File: src/rtl/wb_arbiter_pkg.sv
// wb_arbiter_pkg: shared types and constants for the CSR/CLINT Wishbone arbiter.
package wb_arbiter_pkg;
  typedef enum logic [1:0] {IDLE, BUSY, ABORT} arb_state_t;
  typedef enum logic {P0, P1} requester_id_t;
  localparam logic [63:0] ABORT_DATA = '1;
endpackage

File: src/rtl/wishbone_if.sv
// wishbone_if: single-transfer Wishbone bundle; dat_o_p flows primary->secondary, dat_o_s the reverse.
interface wishbone_if #(
  parameter int DATA_SIZE = 32,
  parameter int ADDR_SIZE = 32,
  parameter int TGD_SIZE = 4
);
  logic cyc, stb, we, ack;
  logic [ADDR_SIZE-1:0] addr;
  logic [DATA_SIZE/8-1:0] sel;
  logic [TGD_SIZE-1:0] tgd;
  logic [DATA_SIZE-1:0] dat_o_p, dat_o_s;
  modport primary (output cyc, stb, we, addr, sel, tgd, dat_o_p, input ack, dat_o_s);
  modport secondary (input cyc, stb, we, addr, sel, tgd, dat_o_p, output ack, dat_o_s);
endinterface

File: src/rtl/wb_rr_pointer.sv
// wb_rr_pointer: last-served pointer and two-way round-robin grant decision.
module wb_rr_pointer
  import wb_arbiter_pkg::*;
(
  input logic clock,
  input logic reset,
  input logic req0,
  input logic req1,
  input logic update,
  input requester_id_t served,
  output requester_id_t win
);
  requester_id_t last;
  always_ff @(posedge clock or negedge reset)
    if (!reset) last <= P1;
    else if (update) last <= served;
  assign win = (req0 & req1) ? (last == P0 ? P1 : P0) : (req0 ? P0 : P1);
endmodule

File: src/rtl/wb_csr_arbiter.sv
// wb_csr_arbiter: round-robin arbiter of two Wishbone requesters onto the CSR/CLINT slave.
// Watchdog abort is built only when WB_CSR_ARBITER_TIMEOUT_EN is defined.
module wb_csr_arbiter
  import wb_arbiter_pkg::*;
#(
  parameter int DATA_SIZE = 32,
  parameter int ADDR_SIZE = 32,
  parameter int TIMEOUT_CYCLES = 255
) (
  input logic clock,
  input logic reset,
  wishbone_if.secondary wb_if_p0,
  wishbone_if.secondary wb_if_p1,
  wishbone_if.primary wb_if_m,
  output logic timeout_pulse,
  output logic timeout_sticky,
  input logic timeout_clear
);
  arb_state_t state, state_n;
  requester_id_t grant, win;
  logic p0_req, p1_req, g1, busy, abort, g_cyc, timeout, update, resp_ack;
  logic [ADDR_SIZE-1:0] g_addr;
  logic [DATA_SIZE-1:0] g_dat, resp_dat;
  logic [DATA_SIZE/8-1:0] g_sel;
  assign p0_req = wb_if_p0.cyc & wb_if_p0.stb;
  assign p1_req = wb_if_p1.cyc & wb_if_p1.stb;
  assign g1 = grant == P1;
  assign busy = state == BUSY;
  assign abort = state == ABORT;
  assign g_cyc = g1 ? wb_if_p1.cyc : wb_if_p0.cyc;
  wb_rr_pointer u_ptr (
    .clock(clock),
    .reset(reset),
    .req0(p0_req),
    .req1(p1_req),
    .update(update),
    .served(grant),
    .win(win)
  );
  always_comb begin
    state_n = state;
    update = 1'b0;
    if (state == IDLE) state_n = (p0_req | p1_req) ? BUSY : IDLE;
    else if (abort || wb_if_m.ack || !g_cyc) begin
      state_n = IDLE;
      update = 1'b1;
    end else if (timeout) state_n = ABORT;
  end
  always_ff @(posedge clock or negedge reset)
    if (!reset) begin
      state <= IDLE;
      grant <= P0;
    end else begin
      state <= state_n;
      if (state == IDLE && (p0_req | p1_req)) grant <= win;
    end
  assign g_addr = g1 ? wb_if_p1.addr : wb_if_p0.addr;
  assign g_dat = g1 ? wb_if_p1.dat_o_p : wb_if_p0.dat_o_p;
  assign g_sel = g1 ? wb_if_p1.sel : wb_if_p0.sel;
  assign wb_if_m.cyc = busy & g_cyc;
  assign wb_if_m.stb = busy & (g1 ? wb_if_p1.stb : wb_if_p0.stb);
  assign wb_if_m.we = busy & (g1 ? wb_if_p1.we : wb_if_p0.we);
  assign wb_if_m.addr = g_addr;
  assign wb_if_m.dat_o_p = g_dat;
  assign wb_if_m.sel = g_sel;
  assign wb_if_m.tgd = g1 ? wb_if_p1.tgd : wb_if_p0.tgd;
  // Only the granted requester ever sees a response; an abort answers with all-ones.
  assign resp_ack = busy ? wb_if_m.ack : abort;
  assign resp_dat = busy ? wb_if_m.dat_o_s : abort ? ABORT_DATA[DATA_SIZE-1:0] : '0;
  assign wb_if_p0.ack = resp_ack & ~g1;
  assign wb_if_p1.ack = resp_ack & g1;
  assign wb_if_p0.dat_o_s = g1 ? '0 : resp_dat;
  assign wb_if_p1.dat_o_s = g1 ? resp_dat : '0;
`ifdef WB_CSR_ARBITER_TIMEOUT_EN
  logic [15:0] wd_cnt;
  logic sticky;
  assign timeout = wd_cnt == 16'(TIMEOUT_CYCLES - 1);
  always_ff @(posedge clock or negedge reset)
    if (!reset) begin
      wd_cnt <= '0;
      sticky <= 1'b0;
    end else begin
      wd_cnt <= busy ? wd_cnt + 16'(!wb_if_m.ack) : '0;
      sticky <= abort | (sticky & ~timeout_clear);
    end
  assign timeout_pulse = abort;
  assign timeout_sticky = sticky;
`else
  logic [16:0] unused_wd;
  assign unused_wd = {timeout_clear, 16'(TIMEOUT_CYCLES)};
  assign timeout = 1'b0;
  assign timeout_pulse = 1'b0;
  assign timeout_sticky = 1'b0;
`endif
endmodule

File: src/flat_wrapper.sv
// flat-port wrapper written by rule: the top's interface ports become plain ports
module wb_csr_arbiter_flat import wb_arbiter_pkg::*;
#(
  parameter int DATA_SIZE = 32,
  parameter int ADDR_SIZE = 32,
  parameter int TIMEOUT_CYCLES = 255
)
  (clock, reset, timeout_pulse, timeout_sticky, timeout_clear, wb_if_p0_cyc, wb_if_p0_stb, wb_if_p0_we, wb_if_p0_addr, wb_if_p0_sel, wb_if_p0_tgd, wb_if_p0_dat_o_p, wb_if_p0_ack, wb_if_p0_dat_o_s, wb_if_p1_cyc, wb_if_p1_stb, wb_if_p1_we, wb_if_p1_addr, wb_if_p1_sel, wb_if_p1_tgd, wb_if_p1_dat_o_p, wb_if_p1_ack, wb_if_p1_dat_o_s, wb_if_m_cyc, wb_if_m_stb, wb_if_m_we, wb_if_m_addr, wb_if_m_sel, wb_if_m_tgd, wb_if_m_dat_o_p, wb_if_m_ack, wb_if_m_dat_o_s);
  wishbone_if #(.DATA_SIZE(DATA_SIZE), .ADDR_SIZE(ADDR_SIZE)) wb_if_p0_i ();
  wishbone_if #(.DATA_SIZE(DATA_SIZE), .ADDR_SIZE(ADDR_SIZE)) wb_if_p1_i ();
  wishbone_if #(.DATA_SIZE(DATA_SIZE), .ADDR_SIZE(ADDR_SIZE)) wb_if_m_i ();
  input logic clock;
  input logic reset;
  output logic timeout_pulse;
  output logic timeout_sticky;
  input logic timeout_clear;
  input wire logic [$bits(wb_if_p0_i.cyc)-1:0] wb_if_p0_cyc;
  input wire logic [$bits(wb_if_p0_i.stb)-1:0] wb_if_p0_stb;
  input wire logic [$bits(wb_if_p0_i.we)-1:0] wb_if_p0_we;
  input wire logic [$bits(wb_if_p0_i.addr)-1:0] wb_if_p0_addr;
  input wire logic [$bits(wb_if_p0_i.sel)-1:0] wb_if_p0_sel;
  input wire logic [$bits(wb_if_p0_i.tgd)-1:0] wb_if_p0_tgd;
  input wire logic [$bits(wb_if_p0_i.dat_o_p)-1:0] wb_if_p0_dat_o_p;
  output wire logic [$bits(wb_if_p0_i.ack)-1:0] wb_if_p0_ack;
  output wire logic [$bits(wb_if_p0_i.dat_o_s)-1:0] wb_if_p0_dat_o_s;
  input wire logic [$bits(wb_if_p1_i.cyc)-1:0] wb_if_p1_cyc;
  input wire logic [$bits(wb_if_p1_i.stb)-1:0] wb_if_p1_stb;
  input wire logic [$bits(wb_if_p1_i.we)-1:0] wb_if_p1_we;
  input wire logic [$bits(wb_if_p1_i.addr)-1:0] wb_if_p1_addr;
  input wire logic [$bits(wb_if_p1_i.sel)-1:0] wb_if_p1_sel;
  input wire logic [$bits(wb_if_p1_i.tgd)-1:0] wb_if_p1_tgd;
  input wire logic [$bits(wb_if_p1_i.dat_o_p)-1:0] wb_if_p1_dat_o_p;
  output wire logic [$bits(wb_if_p1_i.ack)-1:0] wb_if_p1_ack;
  output wire logic [$bits(wb_if_p1_i.dat_o_s)-1:0] wb_if_p1_dat_o_s;
  output wire logic [$bits(wb_if_m_i.cyc)-1:0] wb_if_m_cyc;
  output wire logic [$bits(wb_if_m_i.stb)-1:0] wb_if_m_stb;
  output wire logic [$bits(wb_if_m_i.we)-1:0] wb_if_m_we;
  output wire logic [$bits(wb_if_m_i.addr)-1:0] wb_if_m_addr;
  output wire logic [$bits(wb_if_m_i.sel)-1:0] wb_if_m_sel;
  output wire logic [$bits(wb_if_m_i.tgd)-1:0] wb_if_m_tgd;
  output wire logic [$bits(wb_if_m_i.dat_o_p)-1:0] wb_if_m_dat_o_p;
  input wire logic [$bits(wb_if_m_i.ack)-1:0] wb_if_m_ack;
  input wire logic [$bits(wb_if_m_i.dat_o_s)-1:0] wb_if_m_dat_o_s;
  assign wb_if_p0_i.cyc = wb_if_p0_cyc;
  assign wb_if_p0_i.stb = wb_if_p0_stb;
  assign wb_if_p0_i.we = wb_if_p0_we;
  assign wb_if_p0_i.addr = wb_if_p0_addr;
  assign wb_if_p0_i.sel = wb_if_p0_sel;
  assign wb_if_p0_i.tgd = wb_if_p0_tgd;
  assign wb_if_p0_i.dat_o_p = wb_if_p0_dat_o_p;
  assign wb_if_p0_ack = wb_if_p0_i.ack;
  assign wb_if_p0_dat_o_s = wb_if_p0_i.dat_o_s;
  assign wb_if_p1_i.cyc = wb_if_p1_cyc;
  assign wb_if_p1_i.stb = wb_if_p1_stb;
  assign wb_if_p1_i.we = wb_if_p1_we;
  assign wb_if_p1_i.addr = wb_if_p1_addr;
  assign wb_if_p1_i.sel = wb_if_p1_sel;
  assign wb_if_p1_i.tgd = wb_if_p1_tgd;
  assign wb_if_p1_i.dat_o_p = wb_if_p1_dat_o_p;
  assign wb_if_p1_ack = wb_if_p1_i.ack;
  assign wb_if_p1_dat_o_s = wb_if_p1_i.dat_o_s;
  assign wb_if_m_cyc = wb_if_m_i.cyc;
  assign wb_if_m_stb = wb_if_m_i.stb;
  assign wb_if_m_we = wb_if_m_i.we;
  assign wb_if_m_addr = wb_if_m_i.addr;
  assign wb_if_m_sel = wb_if_m_i.sel;
  assign wb_if_m_tgd = wb_if_m_i.tgd;
  assign wb_if_m_dat_o_p = wb_if_m_i.dat_o_p;
  assign wb_if_m_i.ack = wb_if_m_ack;
  assign wb_if_m_i.dat_o_s = wb_if_m_dat_o_s;
  wb_csr_arbiter #(.DATA_SIZE(DATA_SIZE), .ADDR_SIZE(ADDR_SIZE), .TIMEOUT_CYCLES(TIMEOUT_CYCLES)) u_core (.clock(clock), .reset(reset), .wb_if_p0(wb_if_p0_i), .wb_if_p1(wb_if_p1_i), .wb_if_m(wb_if_m_i), .timeout_pulse(timeout_pulse), .timeout_sticky(timeout_sticky), .timeout_clear(timeout_clear));
endmodule
File: config.mk
export PLATFORM = sky130hd
export DESIGN_NAME = wb_csr_arbiter_flat
export DESIGN_NICKNAME = d
export VERILOG_FILES = /design/src/rtl/wb_arbiter_pkg.sv /design/src/rtl/wishbone_if.sv /design/src/rtl/wb_rr_pointer.sv /design/src/rtl/wb_csr_arbiter.sv /design/src/flat_wrapper.sv
export SDC_FILE = /design/constraint.sdc
export NUM_CORES = 1
export LEC_CHECK = 0
export ABC_AREA = 1
export BUFFER_PORTS_ARGS = -buffer_cell sky130_fd_sc_hd__buf_4
export CAP_MARGIN = 30
export CORE_AREA = 2 2 129 131
export DETAILED_ROUTE_END_ITERATION = 8
export DIE_AREA = 0 0 131 133
export HOLD_SLACK_MARGIN = 0.03
export PLACE_DENSITY = 0.37
export SYNTH_ARGS = -nofsm -noshare
export SYNTH_HDL_FRONTEND = slang
export SYNTH_SLANG_ARGS = --single-unit
File: constraint.sdc
create_clock -name clock -period 1.8 [get_ports clock]
set_clock_uncertainty 0.05 [all_clocks]
set_input_delay 0 -clock clock [delete_from_list [all_inputs] [get_ports clock]]
set_output_delay 0 -clock clock [all_outputs]
set_load 0.05 [all_outputs]
* Yosys cells after proc, flatten, opt, wreduce, memory -nomap -nowiden
Cells that the tools add are included.
** Cells by class
- Equal/unequal tests :: 2
- Bitwise gates (word level) :: 10
- Multiplexer cells :: 20
- Reductions and logical operators :: 6
** Operators by type and width (count)
- 32-bit two-way mux :: 6
- 1-bit two-way mux :: 10
- 1-bit AND :: 8
- 4-bit two-way mux :: 2
- 2-bit two-way mux :: 2
- 2-bit by 1-bit equality test with 1-bit output, second input constant :: 1
- 2-bit equality test, second input constant :: 1
- 2-bit zero test :: 1
- 1-bit logical OR :: 2
- 2-bit nonzero test :: 1
- 1-bit logical AND :: 1
- 1-bit zero test :: 1
- 1-bit inverter :: 1
- 1-bit bitwise OR :: 1
** Word-level totals
- Logic and storage cells :: 41
- Output and inout port bits :: 143
- Input bits :: 186
- Register bits after elaboration :: 4

* Longest topological paths before layout
Gate-level depths: netlist of run 1.
- Depth after elaboration :: 5
- Gate-level depth with buffers :: 6
- Gate-level depth less buffers :: 6

* By module
Synthesis of run 1 repeated with hierarchy kept, for this count alone.
** Second synthesis, totals
- Cell total of the unflattened synthesis :: 382
- Area, all modules :: 1650.3 um^2
** Modules (own cells, without submodules)
- wb_csr_arbiter :: cells each 374, times used 1, area an instance 1597.8 um^2
- wb_rr_pointer :: cells each 8, times used 1, area an instance 52.6 um^2

* Worst setup path before layout of run 1
OpenSTA, ideal clock, no wires.
- Kind :: reg-to-output
- Start point :: register u_core.grant, in the netlist u_core.g1
- End point :: output port wb_if_p0_dat_o_s[10]
- Path slack :: -0.048 ns
- Path buffers :: 2
- Data arrival time :: 1.798 ns
- Cell stages (with the launch flop) :: 4
- Cell sequence :: dfrtp_1 > buf_2 > buf_2 > nor3_1
** On the way
- Cells in the longest elaborated chain, start to end :: 1
** Ends and longest elaborated chain
- start: declaration :: line wb_csr_arbiter.sv:20 : requester_id_t grant, win;
- start signal: assignment :: line wb_csr_arbiter.sv:55 : if (state == IDLE && (p0_req | p1_req)) grant <= win;
- 32-bit two-way mux :: line wb_csr_arbiter.sv:72 : assign wb_if_p0.dat_o_s = g1 ? '0 : resp_dat;
- end: declaration :: line flat_wrapper.sv:25 : output wire logic [$bits(wb_if_p0_i.dat_o_s)-1:0] wb_if_p0_dat_o_s;
No other way between the ends.

* Worst setup path after layout of run 1
- Start point :: register u_core.grant, in the netlist u_core.g1
- End point :: output port wb_if_p0_dat_o_s[3]
The elaborated chain is that of the path after synthesis.

==> results of run 1 <==
## path summary, 6_finish.rpt
kind / from / to / slack [ns] / depth (start not counted)
setup / recovery: u_core.g1$_DFFE_PN0P_ / wb_if_p0_dat_o_s[3] / 0.17 / 3
hold / removal: reset / u_core.state[0]$_DFFE_PN0P_ / 0.09 / 2
setup reg to reg: u_core.state[0]$_DFFE_PN0P_ / u_core.g1$_DFFE_PN0P_ / 0.49 / 5
hold reg to reg: u_core.u_ptr.last$_DFFE_PN1P_ / u_core.u_ptr.last$_DFFE_PN1P_ / 0.42 / 2
max in group asynchronous: reset / u_core.u_ptr.last$_DFFE_PN1P_ / 1.43 / 2
min in group clock: wb_if_p0_cyc / u_core.g1$_DFFE_PN0P_ / 0.11 / 6
## worst max-delay path, stage by stage, from the launching register on
cell                      delay [ns]
sky130_fd_sc_hd__dfrtp_4        0.49
sky130_fd_sc_hd__buf_12         0.21
sky130_fd_sc_hd__nor3_1         0.33
sky130_fd_sc_hd__buf_4          0.26
## area by class of cell
cell class                 instances  share of cell area [%]
multi-input combinational        307                   28.49
inverter                          39                   3.382
clock buffer                       4                   1.806
timing repair buffer             333                   58.18
tap                              220                   6.306
sequential                         3                   1.834
## registers in the layout (all words and copies together) (netlist names)
name and flops:
u_core.state 1, u_core.u_ptr.last 1, u_core.g1 1
## Yosys cell counts
library cell / n
sky130_fd_sc_hd__conb_1: 1
sky130_fd_sc_hd__inv_2: 2
sky130_fd_sc_hd__dfrtp_1: 2
sky130_fd_sc_hd__nand3_1: 3
sky130_fd_sc_hd__dfstp_2: 1
sky130_fd_sc_hd__nor3_1: 66
sky130_fd_sc_hd__buf_4: 6
sky130_fd_sc_hd__o21ai_0: 4
sky130_fd_sc_hd__nand2_1: 227
sky130_fd_sc_hd__clkbuf_1: 6
sky130_fd_sc_hd__inv_1: 37
sky130_fd_sc_hd__nor2_1: 5
sky130_fd_sc_hd__buf_2: 20
## cells by family (layout without fill, tap and decap cells)
logic type             count (synthesis)  count (layout)
buffers and inverters                 71             376
AO/OA/AOI/OAI                          4               4
AND/OR/NAND/NOR                      301             301
other                                  1               2
flip-flops                             3               3
## through the flow
step | instance area [µm²] | setup TNS, ns | std cells
2_1_floorplan | 1634 | -1.285 | 381
3_3_place_gp | 4277 | 0 | 901
3_5_place_dp | 4277 | 0 | 901
4_1_cts | 4365 | 0 | 906
5_1_grt | 4365 | 0 | 906
6_report | 4365 | 0 | 906
## power by group
group | switching [mW] | internal, mW | total (mW)
clock | 0.0679 | 0.293 | 0.361
combinational | 3.37 | 1.38 | 4.74
sequential | 0.0252 | 0.103 | 0.128
total | 3.46 | 1.77 | 5.23
## routing by layer
layer	vias up	track usage [%]	wire length, µm	share of wire, %
met4	0	2.364	106	0.96
met3	7	2.264	1020	9.2
met5	-	0	0	0
met1	1412	11.61	4025	36
met2	174	21.76	5917	53
li1	1759	-	-	-
## repair_timing
item / CTS / global route
buffers inserted: 0 / 0
hold buffers: 1 / 0
hold endpoints to repair: 3 / 0
==> reports/results.txt, run 1 <==
The run finished with clean final reports. Once detail routing completed, the nets flagged for antenna violations numbered 0. Setup repair after global routing left no endpoint under its margin. During I/O placement, the number of pins put on the boundary was 329.

From synthesis to final layout, the design area changed by 167.8%. Power spread over the standard cell area amounts to 1198 nW/µm². In this run, the number of DRC markers left after iteration 0 of detailed routing was 118. 0 antenna diodes ended up in the layout.

The clock drives 3 sinks. The vertical die dimension was 133 µm; the via count of the first global-routing pass was 2986. At the end of the flow, the number of nets in the layout was 873.

In this run, synthesis produced a sequential element count of 3. The deepest level of the CTS H-tree is 1, and the sequential cell area in the final layout is 80.08 µm². Largest area contributor in the netlist: sky130_fd_sc_hd__nand2_1. The critical path is of the register to output port type.

The later pin in the worst-skew pair is clocked with a latency of 0.23 ns. In the global route stage, overall resource usage came out at 10.99%. Number of buffers created by CTS: 3.

Entering global routing, the biggest net connects 85 pins. STA classifies the critical path endpoint as an output port. The run gives 1.75 ns as the critical path data required time.

In the layout the commonest cells are sky130_fd_sc_hd__buf_4 (329), sky130_fd_sc_hd__nand2_1 (227), sky130_fd_sc_hd__nor3_1 (66). In this run, distinct cell masters in the synthesized netlist total 13. The post-layout worst setup margin came out at 0.1713 ns. The final count of pins violating max slew is 0, and the proportion of synthesized chip area in sequential cells is 4.682%.

OpenSTA, run right after detailed placement, puts the worst setup slack at 0.4153 ns. The worst setup path is launched from a register. After Yosys synthesis, full adders, half adders and majority gates account for 0% of the synthesized area.

The simple-gate share of the synthesized area came out at 74.60%. The tools report the gate count after technology mapping as 380. For this run the aggregate overflow at the end of global routing stands at 0.

Once the clock tree was built, the resizer swapped 0 gates to a different size. The number of antenna violations at the first check in global routing is 0, and the wire length per cell after detailed routing is 12.22 µm. After floorplanning, the core was divided into 47 placement rows. The first global-routing pass estimated 15.06 mm of wire. The logs give 454.0 µV for the worst ir drop on vdd and 1244 µm² for the footprint of the multi-input gates. The tools report the post-layout utilization of the core as 26.99%. The average via count per standard cell came out at 3.700. The wire length reported by the detailed router came out at 11.07 mm. Summed over all cells, the static leakage comes to 2.675 nW. Once detailed placement completed, the half-perimeter wirelength came to 8.927 mm.

Total number of vias: 3352. For the total power, the log shows 5.230 mW. The post-route minimum period works out to 1.629 ns.

The area fraction of the dominant cell type after synthesis is 52.26%. After synthesis the cells add up to 1630 µm². The clock transition time at the flip-flop clock pins of the worst setup and hold paths came out at 0.03 ns. For this run, the top clock speed supported by timing is 614.0 MHz. Routability-driven placement finished with a final weighted congestion of 0.7485. In this run the tool buffered the top-level ports with 325 buffer cells. The final hold violation count is 0, and the data arrival at the endpoint of the critical path is 1.58 ns. The pre-antenna-repair detailed-routing pass consisted of 4 iterations. For the hold slack, the log shows 0.08528 ns. The Yosys step of the flow raised 0 warnings. TritonCTS built the clock tree. The worst path uses 90.48% of the clock period. Summing the areas of all compound-gate instances in the mapped netlist gives 1.228% of the synthesized area. Once the floorplan was initialized, standard cells occupied 10.08% of the core.

The number of buffers between clock root and the deepest sink was 2. The library cell used most frequently in the layout, excluding fill and tap cells, is sky130_fd_sc_hd__buf_4. The width of the die was 131 µm.

In the routed design, unresolved DRC markers number 0. In the post-synthesis netlist, the biggest area contributors are sky130_fd_sc_hd__nand2_1 (52%), sky130_fd_sc_hd__nor3_1 (20%), sky130_fd_sc_hd__inv_1 (8.5%). Root cell of the clock tree: sky130_fd_sc_hd__clkbuf_16.

Post-synthesis xor/xnor area fraction: 0%. Dominant combinational cell family by area after synthesis: simple AND/OR/NAND/NOR gates. Max-cap violations in this run came to 0. In this run the worst hold path is classified as primary input to async pin.

The largest fanout on the critical path came out at 84. The mean instance size in the synthesized netlist was 4.290 µm²; the floorplan core area was 16170 µm². The share of layout cells above drive strength 1 is 49.42%, and the count of final setup violators is 0. Fill cells in the final layout number 1849.

The die covers 17420 µm². Measured against the total synthesized area, the mux share comes to 0%.
No activity file was read; power rests on OpenSTA's default activity.
==> run 2: changes to the inputs <==
ABC_AREA = 0   (was 1)
CORE_AREA = 2 2 126 128   (was 2 2 129 131)
DIE_AREA = 0 0 128 130   (was 0 0 131 133)
PLACE_DENSITY = 0.38   (was 0.37)
==> reports/results.txt, run 2 <==
The leakage power is 2.359 nW. The class of the tightest hold or removal check was primary input to register. The proportion of synthesized chip area in sequential cells was 4.907%; the total placed instance area was 4200 µm².

The capture instance of the worst register-to-register path was u_core.state[0]$_DFFE_PN0P_. For the final routed database, the setup TNS stands at 0 ns. Synthesis handed over a netlist of 183 instances. Detailed placement finished with a half-perimeter wire length of 8.356 mm. Dividing the detail-routed via count by the number of cells gives 3.778. Ratio of total power to cell area: 1027 nW/µm². Cells with a size suffix above 1 make up 81.67% of the layout. The final route contains 2622 vias. Traced cell by cell, the critical path runs through buf_4 -> mux2_2 -> buf_4. For the sink count of the clock tree, the log shows 3.

The critical path's top delay family is buffers and inverters. Critical path data required time: 1.75 ns. Signed area change from the synthesized netlist to the final layout: 177.1%. By count the netlist is led by sky130_fd_sc_hd__mux2_2 (72), sky130_fd_sc_hd__and2_1 (34), sky130_fd_sc_hd__and3_1 (33), sky130_fd_sc_hd__buf_4 (10), sky130_fd_sc_hd__clkbuf_1 (8). The number of antenna violations at the first check in global routing was 0. For the placement row count, the log shows 46. The startpoint identified for the worst hold timing path is wb_if_m_ack.

The deepest level of the CTS H-tree is 1. After clock tree synthesis, the flow added hold-fix buffers numbering 3. Setup violations remaining at the end of the flow were counted as 0. The synthesized design devotes to its leading area cell type 52.13% of total area. The library cell used most frequently in the layout, excluding fill and tap cells, is sky130_fd_sc_hd__buf_4. After detailed routing, the number of remaining DRC violations is 0.

The endpoint class of the critical path was an output port. In this run the deepest clock path goes through 2 buffers. For this block, the routed nets add up to 9.797 mm of wire. The first-pass GRT wire length is 12.64 mm, and the delay contributed by the slowest stage of the critical path is 0.42 ns.

The top cell types in the final layout, fill and taps aside, are sky130_fd_sc_hd__buf_4 (330), sky130_fd_sc_hd__mux2_2 (72), sky130_fd_sc_hd__and2_1 (34). Setup repair after global routing left no endpoint under its margin. By area the synthesized netlist is led by sky130_fd_sc_hd__mux2_2 (52%), sky130_fd_sc_hd__and2_1 (14%), sky130_fd_sc_hd__and3_1 (13%). The number of resized instances in the post-cts repair step was 0; the via count of the first global-routing pass was 2409. The cell that appears most often on the critical path is sky130_fd_sc_hd__buf_4. Once the floorplan was initialized, standard cells occupied 10.08% of the core. The number of distinct library cell variants in the gate-level netlist after synthesis was 21.

Entering global routing, the biggest net connects 66 pins. The net count of the finished layout is 689. The cell area that synthesis handed to floorplanning was 1555 µm².

Along the worst hold path, the cell count comes to 3. The floorplan core area is 15420 µm². In this run the critical register-to-register path is launched from u_core.g1$_DFFE_PN0P_. Once layout is done, the placed cells without fillers occupy 4309 µm².

The number of buffers and inverters on the critical path is 2. The final hold violation count is 0, and the number of maximum-capacitance constraint violations is 0. The wire length per cell after detailed routing is 14.12 µm.

Before CTS, the worst setup slack after placement is 0.3742 ns. The largest area contributor in the netlist is sky130_fd_sc_hd__mux2_2. In the finished design, the share of the clock period the worst path needs comes to 91.51%.

The worst reg-to-reg path cell count works out to 4. TritonCTS built the clock tree. The worst register-to-register path has a setup slack of 0.48 ns.

After clock tree synthesis, the setup repair step added 0 buffers. The overall fraction of global-route tracks in use was 9.497%. Across the VDD grid, the largest voltage drop is 446.8 µV. For this run the aggregate overflow at the end of global routing stands at 0. The logs give 0 for the final count of pins violating max slew and 1.60 ns for the data arrival at the endpoint of the critical path. The most common cell in the synthesized netlist is sky130_fd_sc_hd__mux2_2. For this block, the initial DRC count from the detailed router was 52. In this run, synthesis produced a sequential element count of 3. The later pin in the worst-skew pair is clocked with a latency of 0.22 ns.

The width of the die came out at 128 µm. The flow ran to the end, and the final reports show no timing, DRC or antenna violations. 329 I/O pins were placed. Largest fanout on the critical path: 37. The flip-flop cell with the highest count after synthesis was sky130_fd_sc_hd__dfrtp_1.

The logs give 0.6870 for the final weighted congestion of routability-driven global placement and 3 for the number of buffers created by CTS. The type of the setup path with the least slack was register to output port. The first detailed-routing pass ran for 4 iterations.

The cell sitting at the root of the clock tree is a sky130_fd_sc_hd__clkbuf_16. STA classifies the critical path startpoint as a register. Once layout is complete, the utilization of the core stands at 27.94%.

Setup slack closes at 0.1529 ns. Clock transition time at the flip-flop clock pins of the worst setup and hold paths: 0.03 ns. The number of routed nets with antenna violations is 0, and the maximum achievable frequency is 607.1 MHz.

Yosys mapped a number of flops with a built-in enable equal to 0. The worst hold path terminates at u_core.state[0]$_DFFE_PN0P_. The overall die area is 16640 µm², and the mean instance size in the synthesized netlist is 8.499 µm².

0 antenna diodes ended up in the layout. The number of warnings reported in the yosys synthesis log is 0, and the number of buffer cells added on primary ports is 325. Of all flip-flops after synthesis, the portion carrying an async set or reset was 100.0%.

After layout, the minimum clock period comes to 1.647 ns. Cell at the slowest stage of the critical path: sky130_fd_sc_hd__dfrtp_4. The vertical die dimension is 130 µm.
[run 2: changes by cell type after synthesis, moves of 3 or more]
cell	previous run	this run
sky130_fd_sc_hd__mux2i_1	0	3
sky130_fd_sc_hd__nor3_1	66	0
sky130_fd_sc_hd__buf_4	6	10
sky130_fd_sc_hd__buf_2	20	1
sky130_fd_sc_hd__nor2b_1	0	3
sky130_fd_sc_hd__nand2_1	227	3
sky130_fd_sc_hd__o21ai_0	4	0
sky130_fd_sc_hd__mux2_2	0	72
sky130_fd_sc_hd__nand3_1	3	0
sky130_fd_sc_hd__and2_1	0	34
sky130_fd_sc_hd__and3_1	0	33
sky130_fd_sc_hd__inv_1	37	1
[run 2: metal layers]
layer / GRT usage (%) / wire (µm) / vias to the layer above
met4: 0.9696 / 9 / 0
met5: 0 / 0 / -
met3: 2.173 / 927 / 2
met1: 9.539 / 3268 / 1173
li1: - / - / 1280
met2: 20.23 / 5591 / 167
[run 2: worst max path at each step]
stage	cells past startpoint	slack [ns]	endpoint	startpoint
6_report	3	0.15	wb_if_m_addr[8]	u_core.g1$_DFFE_PN0P_
5_1_grt	4	0.08	wb_if_p1_dat_o_s[19]	u_core.g1$_DFFE_PN0P_
4_1_cts	3	0.14	wb_if_m_sel[1]	u_core.g1$_DFFE_PN0P_
3_5_place_dp	3	0.37	wb_if_m_addr[8]	u_core.g1$_DFFE_PN0P_
3_3_place_gp	3	0.36	wb_if_m_dat_o_p[31]	u_core.g1$_DFFE_PN0P_
2_1_floorplan	4	0.13	u_core.state[0]$_DFFE_PN0P_	u_core.g1$_DFFE_PN0P_
[run 2: through the flow]
step | total power, mW | hold slack, ns | instances
finish | 4.428 | 0.04615 | 694
global route | 4.612 | 0.07755 | 694
CTS | 4.480 | 0.04426 | 694
detailed placement | 4.105 | -0.2563 | 687
global placement | 4.120 | -0.2586 | 687
floorplan | 2.875 | -0.3456 | 184
[run 2: area by class of cell]
type / count / area (µm²)
fill: 1698 / 11120
timing repair buffer: 335 / 2547
multi-input combinational: 159 / 1359
tap: 192 / 240.2
sequential: 3 / 80.08
clock buffer: 4 / 78.83
inverter: 1 / 3.754
[run 2: report_power, final]
part | total [mW] | switching, mW | internal (mW)
Clock | 0.350 | 0.0577 | 0.292
Sequential | 0.121 | 0.0200 | 0.101
Combinational | 3.96 | 2.52 | 1.43
[run 2: kinds of logic (layout without fill, tap and decap cells)]
family | count (synthesis) | count (layout) | synth area share (%)
muxes | 75 | 75 | 54.06
DFF | 3 | 3 | 4.908
buffers and inverters | 22 | 340 | 7.964
other | 1 | 2 | 0.2411
and+or+nand+nor | 78 | 78 | 30.49
AOI/OAI and AO/OA | 4 | 4 | 2.333
[run 2: worst min-delay path: stages]
cell and delay [ns]:
sky130_fd_sc_hd__buf_4 0.10, sky130_fd_sc_hd__inv_1 0.05, sky130_fd_sc_hd__o2bb2ai_1 0.12
